--- src/rtl/conv_seq_pkg.sv ---
// Shared types and helpers for the convolution / max-pool sequencer.
//   conv_seq_state_t : sequencer FSM states
//   out_dim(n,k)     : valid convolution output side (n-k+1)
//   pool_dim(m,p)    : pooled grid side (m/p)
//   idx_w(side)      : index width for a sweep of the given side (min 1 bit)
// Optional feature macro: CONV_SEQ_MAXPOOL_EN (pool sweep present).
package conv_seq_pkg;

  typedef enum logic [2:0] {
    S_IDLE,
    S_LOAD,
    S_CONV,
    S_CFLUSH,
    S_POOL,
    S_PFLUSH
  } conv_seq_state_t;

  // LOAD and both FLUSH states are single-cycle
  localparam int LOAD_CYCLES  = 1;
  localparam int FLUSH_CYCLES = 1;

  function automatic int out_dim(int n, int k);
    return n - k + 1;
  endfunction

  function automatic int pool_dim(int m, int p);
    return m / p;
  endfunction

  function automatic int idx_w(int side);
    return (side > 1) ? $clog2(side) : 1;
  endfunction

endpackage

--- src/rtl/idx2d_counter.sv ---
// Row-major 2D index sweep over a SIDE x SIDE grid.
//   clk, rst : clock, synchronous active-high reset
//   clr      : force indices back to (0,0)
//   en       : advance one position (column first, row on column wrap)
//   row, col : current position (registered)
//   last     : en while at (SIDE-1, SIDE-1)
// After the last position the indices wrap to (0,0), so they read 0
// whenever the sweep is not running.
module idx2d_counter
  import conv_seq_pkg::*;
#(
  parameter int SIDE = 8,
  localparam int W   = idx_w(SIDE)
) (
  input  logic         clk,
  input  logic         rst,
  input  logic         clr,
  input  logic         en,
  output logic [W-1:0] row,
  output logic [W-1:0] col,
  output logic         last
);

  localparam logic [W-1:0] MAX = W'(SIDE - 1);

  always_ff @(posedge clk) begin
    if (rst || clr) begin
      row <= '0;
      col <= '0;
    end else if (en) begin
      if (col == MAX) begin
        col <= '0;
        row <= (row == MAX) ? '0 : row + 1'b1;
      end else begin
        col <= col + 1'b1;
      end
    end
  end

  assign last = en && (row == MAX) && (col == MAX);

endmodule

--- src/rtl/conv_sequencer.sv ---
// Control FSM for the 2D convolution / max-pool datapath.
//   clk, rst            : clock, synchronous active-high reset
//   start               : run request, honoured only while ready
//   ready / busy        : idle decode and its complement
//   in_sel              : image load select (LOAD cycle)
//   win_en, win_row/col : window evaluate enable and origin
//   wr_en, wr_row/col   : conv result write, one stage behind the window
//   out_sel             : result store routed to pooling (POOL..PFLUSH)
//   pool_en, pool_row/col, pool_wr_en : pool sweep and delayed write
//   conv_done, max_pool_done          : one-cycle completion pulses
// Macro CONV_SEQ_MAXPOOL_EN enables the pool sweep; otherwise the pool
// outputs are tied low and CFLUSH returns straight to IDLE.
module conv_sequencer
  import conv_seq_pkg::*;
#(
  parameter int N    = 10,
  parameter int K    = 3,
  parameter int POOL = 2
) (
  input  logic                                        clk,
  input  logic                                        rst,
  input  logic                                        start,
  output logic                                        ready,
  output logic                                        busy,
  output logic                                        in_sel,
  output logic                                        win_en,
  output logic [idx_w(out_dim(N,K))-1:0]              win_row,
  output logic [idx_w(out_dim(N,K))-1:0]              win_col,
  output logic                                        wr_en,
  output logic [idx_w(out_dim(N,K))-1:0]              wr_row,
  output logic [idx_w(out_dim(N,K))-1:0]              wr_col,
  output logic                                        out_sel,
  output logic                                        pool_en,
  output logic [idx_w(pool_dim(out_dim(N,K),POOL))-1:0] pool_row,
  output logic [idx_w(pool_dim(out_dim(N,K),POOL))-1:0] pool_col,
  output logic                                        pool_wr_en,
  output logic                                        conv_done,
  output logic                                        max_pool_done
);

  localparam int M = out_dim(N, K);
  localparam int P = pool_dim(M, POOL);

  conv_seq_state_t state, next_state;
  logic conv_last;
  logic pool_last;

  // Window sweep: cleared in LOAD, advances every CONV cycle
  idx2d_counter #(.SIDE(M)) u_conv_idx (
    .clk  (clk),
    .rst  (rst),
    .clr  (state == S_LOAD),
    .en   (state == S_CONV),
    .row  (win_row),
    .col  (win_col),
    .last (conv_last)
  );

`ifdef CONV_SEQ_MAXPOOL_EN
  idx2d_counter #(.SIDE(P)) u_pool_idx (
    .clk  (clk),
    .rst  (rst),
    .clr  (state == S_CFLUSH),
    .en   (state == S_POOL),
    .row  (pool_row),
    .col  (pool_col),
    .last (pool_last)
  );
`else
  assign pool_row  = '0;
  assign pool_col  = '0;
  assign pool_last = 1'b0;
`endif

  always_comb begin
    next_state = state;
    case (state)
      S_IDLE:   if (start) next_state = S_LOAD;
      S_LOAD:   next_state = S_CONV;
      S_CONV:   if (conv_last) next_state = S_CFLUSH;
`ifdef CONV_SEQ_MAXPOOL_EN
      S_CFLUSH: next_state = S_POOL;
      S_POOL:   if (pool_last) next_state = S_PFLUSH;
      S_PFLUSH: next_state = S_IDLE;
`else
      S_CFLUSH: next_state = S_IDLE;
`endif
      default:  next_state = S_IDLE;
    endcase
  end

  // Strobes are decoded from next_state so they are registered yet line
  // up with the state they describe. The write stage is a one-deep delay
  // of the evaluate stage to cover the MAC latency.
  always_ff @(posedge clk) begin
    if (rst) begin
      state     <= S_IDLE;
      in_sel    <= 1'b0;
      win_en    <= 1'b0;
      wr_en     <= 1'b0;
      wr_row    <= '0;
      wr_col    <= '0;
      conv_done <= 1'b0;
    end else begin
      state     <= next_state;
      in_sel    <= (next_state == S_LOAD);
      win_en    <= (next_state == S_CONV);
      wr_en     <= win_en;
      wr_row    <= win_row;
      wr_col    <= win_col;
      conv_done <= (next_state == S_CFLUSH);
    end
  end

`ifdef CONV_SEQ_MAXPOOL_EN
  always_ff @(posedge clk) begin
    if (rst) begin
      out_sel       <= 1'b0;
      pool_en       <= 1'b0;
      pool_wr_en    <= 1'b0;
      max_pool_done <= 1'b0;
    end else begin
      out_sel       <= (next_state == S_POOL) || (next_state == S_PFLUSH);
      pool_en       <= (next_state == S_POOL);
      pool_wr_en    <= pool_en;
      max_pool_done <= (next_state == S_PFLUSH);
    end
  end
`else
  assign out_sel       = 1'b0;
  assign pool_en       = 1'b0;
  assign pool_wr_en    = 1'b0;
  assign max_pool_done = 1'b0;
`endif

  assign ready = (state == S_IDLE);
  assign busy  = ~ready;

endmodule
--- config.mk ---
export PLATFORM = sky130hd
export DESIGN_NAME = conv_sequencer
export DESIGN_NICKNAME = d
export VERILOG_FILES = /design/src/rtl/conv_seq_pkg.sv /design/src/rtl/idx2d_counter.sv /design/src/rtl/conv_sequencer.sv
export SDC_FILE = /design/constraint.sdc
export NUM_CORES = 1
export LEC_CHECK = 0
export ABC_AREA = 1
export CORE_MARGIN = 5
export CORE_UTILIZATION = 29
export CTS_BUF_LIST = sky130_fd_sc_hd__clkbuf_8
export CTS_CLUSTER_DIAMETER = 40
export DETAILED_ROUTE_END_ITERATION = 8
export PLACE_DENSITY = 0.66
export SYNTH_ARGS = -nofsm -noshare
export SYNTH_HDL_FRONTEND = slang
export SYNTH_SLANG_ARGS = --single-unit
--- constraint.sdc ---
create_clock -name clk -period 1.4 [get_ports clk]
set_input_delay 0.21 -clock clk [delete_from_list [all_inputs] [get_ports clk]]
set_output_delay 0.21 -clock clk [all_outputs]
set_load 0.03 [all_outputs]
==> qor.yml <==
antenna_found_initial: 0
period_share: 0.9298
avgRoutedWirePerCell_um: 9.633
hp-class: "register to register"
dieArea_mm2: 0.003938
setup_viol: 0
drc: 0
initial_core_util: 0.2978
synth_top_cell_by_area: "dfxtp_1"
endpoint_kind: "output port"
crit_start: "state[2]"
overflow: 0
synth_cell_types: 17
clk_latency_ps: 250
synthCells: 102
cts-root-buf: "clkbuf_8"
async_flop_share: 0
routed_via_density: 4.044
cpPeakStageDelay_ps: 330
crit_slowest_cell: "dfxtp_1"
hold_violations: 0
skew_ps: 1.713
yosysTopAreaCellShare: 0.4713
r2r_slack_ps: 170
hold_buffers: 0
yosysSeqAreaShare: 0.4713
power_density_mw_per_mm2: 968.4
drt-initial-drc-count: 14
critical_path_depth: 5
routed_wl_um: 1522
fin_setup_tns_ps: 0
startpoint_type: "register"
firstDrtPassIters: 4
fin_util: 0.3864
synth_top_flop_cell: "dfxtp_1"
grt_pass1_vias: 649
period_needed_ps: 1302
worstPathCellList: "inv_4, nand2_1, nor2_2, inv_1, buf_4"
fmax_mhz: 768.2
antenna_cells: 0
path_class: "register to output port"
rr_endpoint: "u_conv_idx.row[2]"
yosysWarnings: 0
grt_usage: 0.08429
nets: 135
synth_commonest_cells: "dfxtp_1, nor2_1, nand2_1, inv_1, buf_4"
syn2layout_area_growth_pct: 29.77
r2r_start: "u_conv_idx.col[0]"
design.core.area_mm2: 0.002710
drv_slew: 0
crit_fanout: 6
cp.arrival_ps: 1090
num_rows: 19
die_x_um: 62.75
status: "finished, final reports clean"
vdd_ir_drop_max_uv: 477.6
cts_sinks: 19
boundaryPins: 29
post_cts_buffers: 0
cts.path.max_buffers: 2
cts_tree: "built"
dr_total_vias: 639
r2r_cells: 6
grt_pass1_wl_um: 2622
yosys-top-cells-area: "dfxtp_1, nor2_1, nand2_1, buf_4, ha_1"
grt_start_max_net_pins: 11
synth_edf_count: 0
cp_top_family: "flip-flops"
dpl.hpwl_um: 1245
ys_ff_latch: 19
htree_levels: 1
fp.dieH_um: 62.75
worstSetupEndpoint: "busy"
required_ps: 1190
finalWeightedCongestion: 0.7389
postSynthAreaPerCell_um2: 7.912
syn_area_um2: 807.0
power_leakage_nw: 0.5753
rsz0062_at_grt: "no"
ant_nets: 0
power_w: 0.001014
cap_violations: 0
drive_above_1_share: 0.1732
critPathBufInv: 3
port_buffers: 20
path_clk_slew_ps: 70
numCtsBuffers: 3
==> power by group <==
part / internal, W / switching [W] / leakage (nW) / total [W]
Clock: 0.000194 / 0.000168 / 0.0269 / 0.000362
Combinational: 0.0000252 / 0.0000741 / 0.395 / 0.0000993
Sequential: 0.000547 / 0.00000565 / 0.154 / 0.000553
==> worst reg2reg max path, delay by kind of cell (launching register included) <==
kind          cells  cell delay, ps
fa+ha+maj         2             400
buf+inv           1             110
flops             1             350
simple gates      3             310
==> worst min path at each step <==
stage	start	cells past startpoint	end
CTS	win_en	2	wr_en
floorplan	start	2	in_sel
finish	win_en	2	wr_en
global placement	win_en	2	wr_en
global route	win_en	2	wr_en
detailed placement	win_en	2	wr_en
==> cells in the final DEF (no fill, tap or decap), types with 4 or more instances in the layout <==
cell type | Yosys | layout
inv_1 | 13 | 14
dlygate4sd2_1 | 0 | 16
buf_4 | 8 | 4
nand2_1 | 17 | 17
nor2_2 | 4 | 4
nor2_1 | 19 | 19
inv_2 | 4 | 4
conb_1 | 1 | 9
ha_1 | 4 | 4
dfxtp_1 | 19 | 19
==> logic make-up (layout without fill, tap and decap cells) <==
group | Yosys count | count (layout) | share of synthesized area
adders and majority gates | 4 | 4 | 0.06202
buffers and inverters | 27 | 44 | 0.1659
and+or+nand+nor | 48 | 48 | 0.2729
DFF | 19 | 19 | 0.4713
other | 1 | 9 | 0.004647
AOI/OAI and AO/OA | 3 | 3 | 0.02326
==> sequential cells by signal, summed over array words and instances (netlist names) <==
register,flops
wr_en,1
wr_row,3
u_conv_idx.row,3
state,3
wr_col,3
u_conv_idx.col,3
conv_done,1
win_en,1
in_sel,1
==> cell type report <==
cell class	instances	area, um^2
fillers	297	1663
flip-flops and latches	19	380.4
multi-input cells	64	322.8
repair buffers	22	190.2
inverters	18	70.07
clock buffers	3	41.29
well taps	31	38.79
clock inverters	1	3.754
==> metrics by stage <==
step | std cells | setup slack [ps] | area [um^2] | hold slack, ps
after floorplan | 110 | 79.16 | 837.1 | 363.7
after global placement | 154 | 159.7 | 1022 | 410.5
after detailed placement | 154 | 121.6 | 1022 | 421.5
after CTS | 158 | 76.28 | 1047 | 428.7
after global routing | 158 | 21.84 | 1047 | 459.1
final | 158 | 98.22 | 1047 | 421.3
==> routing by layer <==
| layer | track usage | up-vias | share of wire |
|---|---|---|---|
| li1 | - | 335 | - |
| met1 | 0.08188 | 277 | 0.43 |
| met2 | 0.1464 | 23 | 0.48 |
| met3 | 0.03237 | 4 | 0.072 |
| met4 | 0.05570 | 0 | 0.021 |
| met5 | 0 | - | 0 |
==> what timing repair did <==
item,4_1_cts,5_1_grt
endpoints found under the hold margin,0,0
endpoints found under the setup margin,16,0
resized for setup,16,0
No activity file was read; power rests on OpenSTA's default activity.
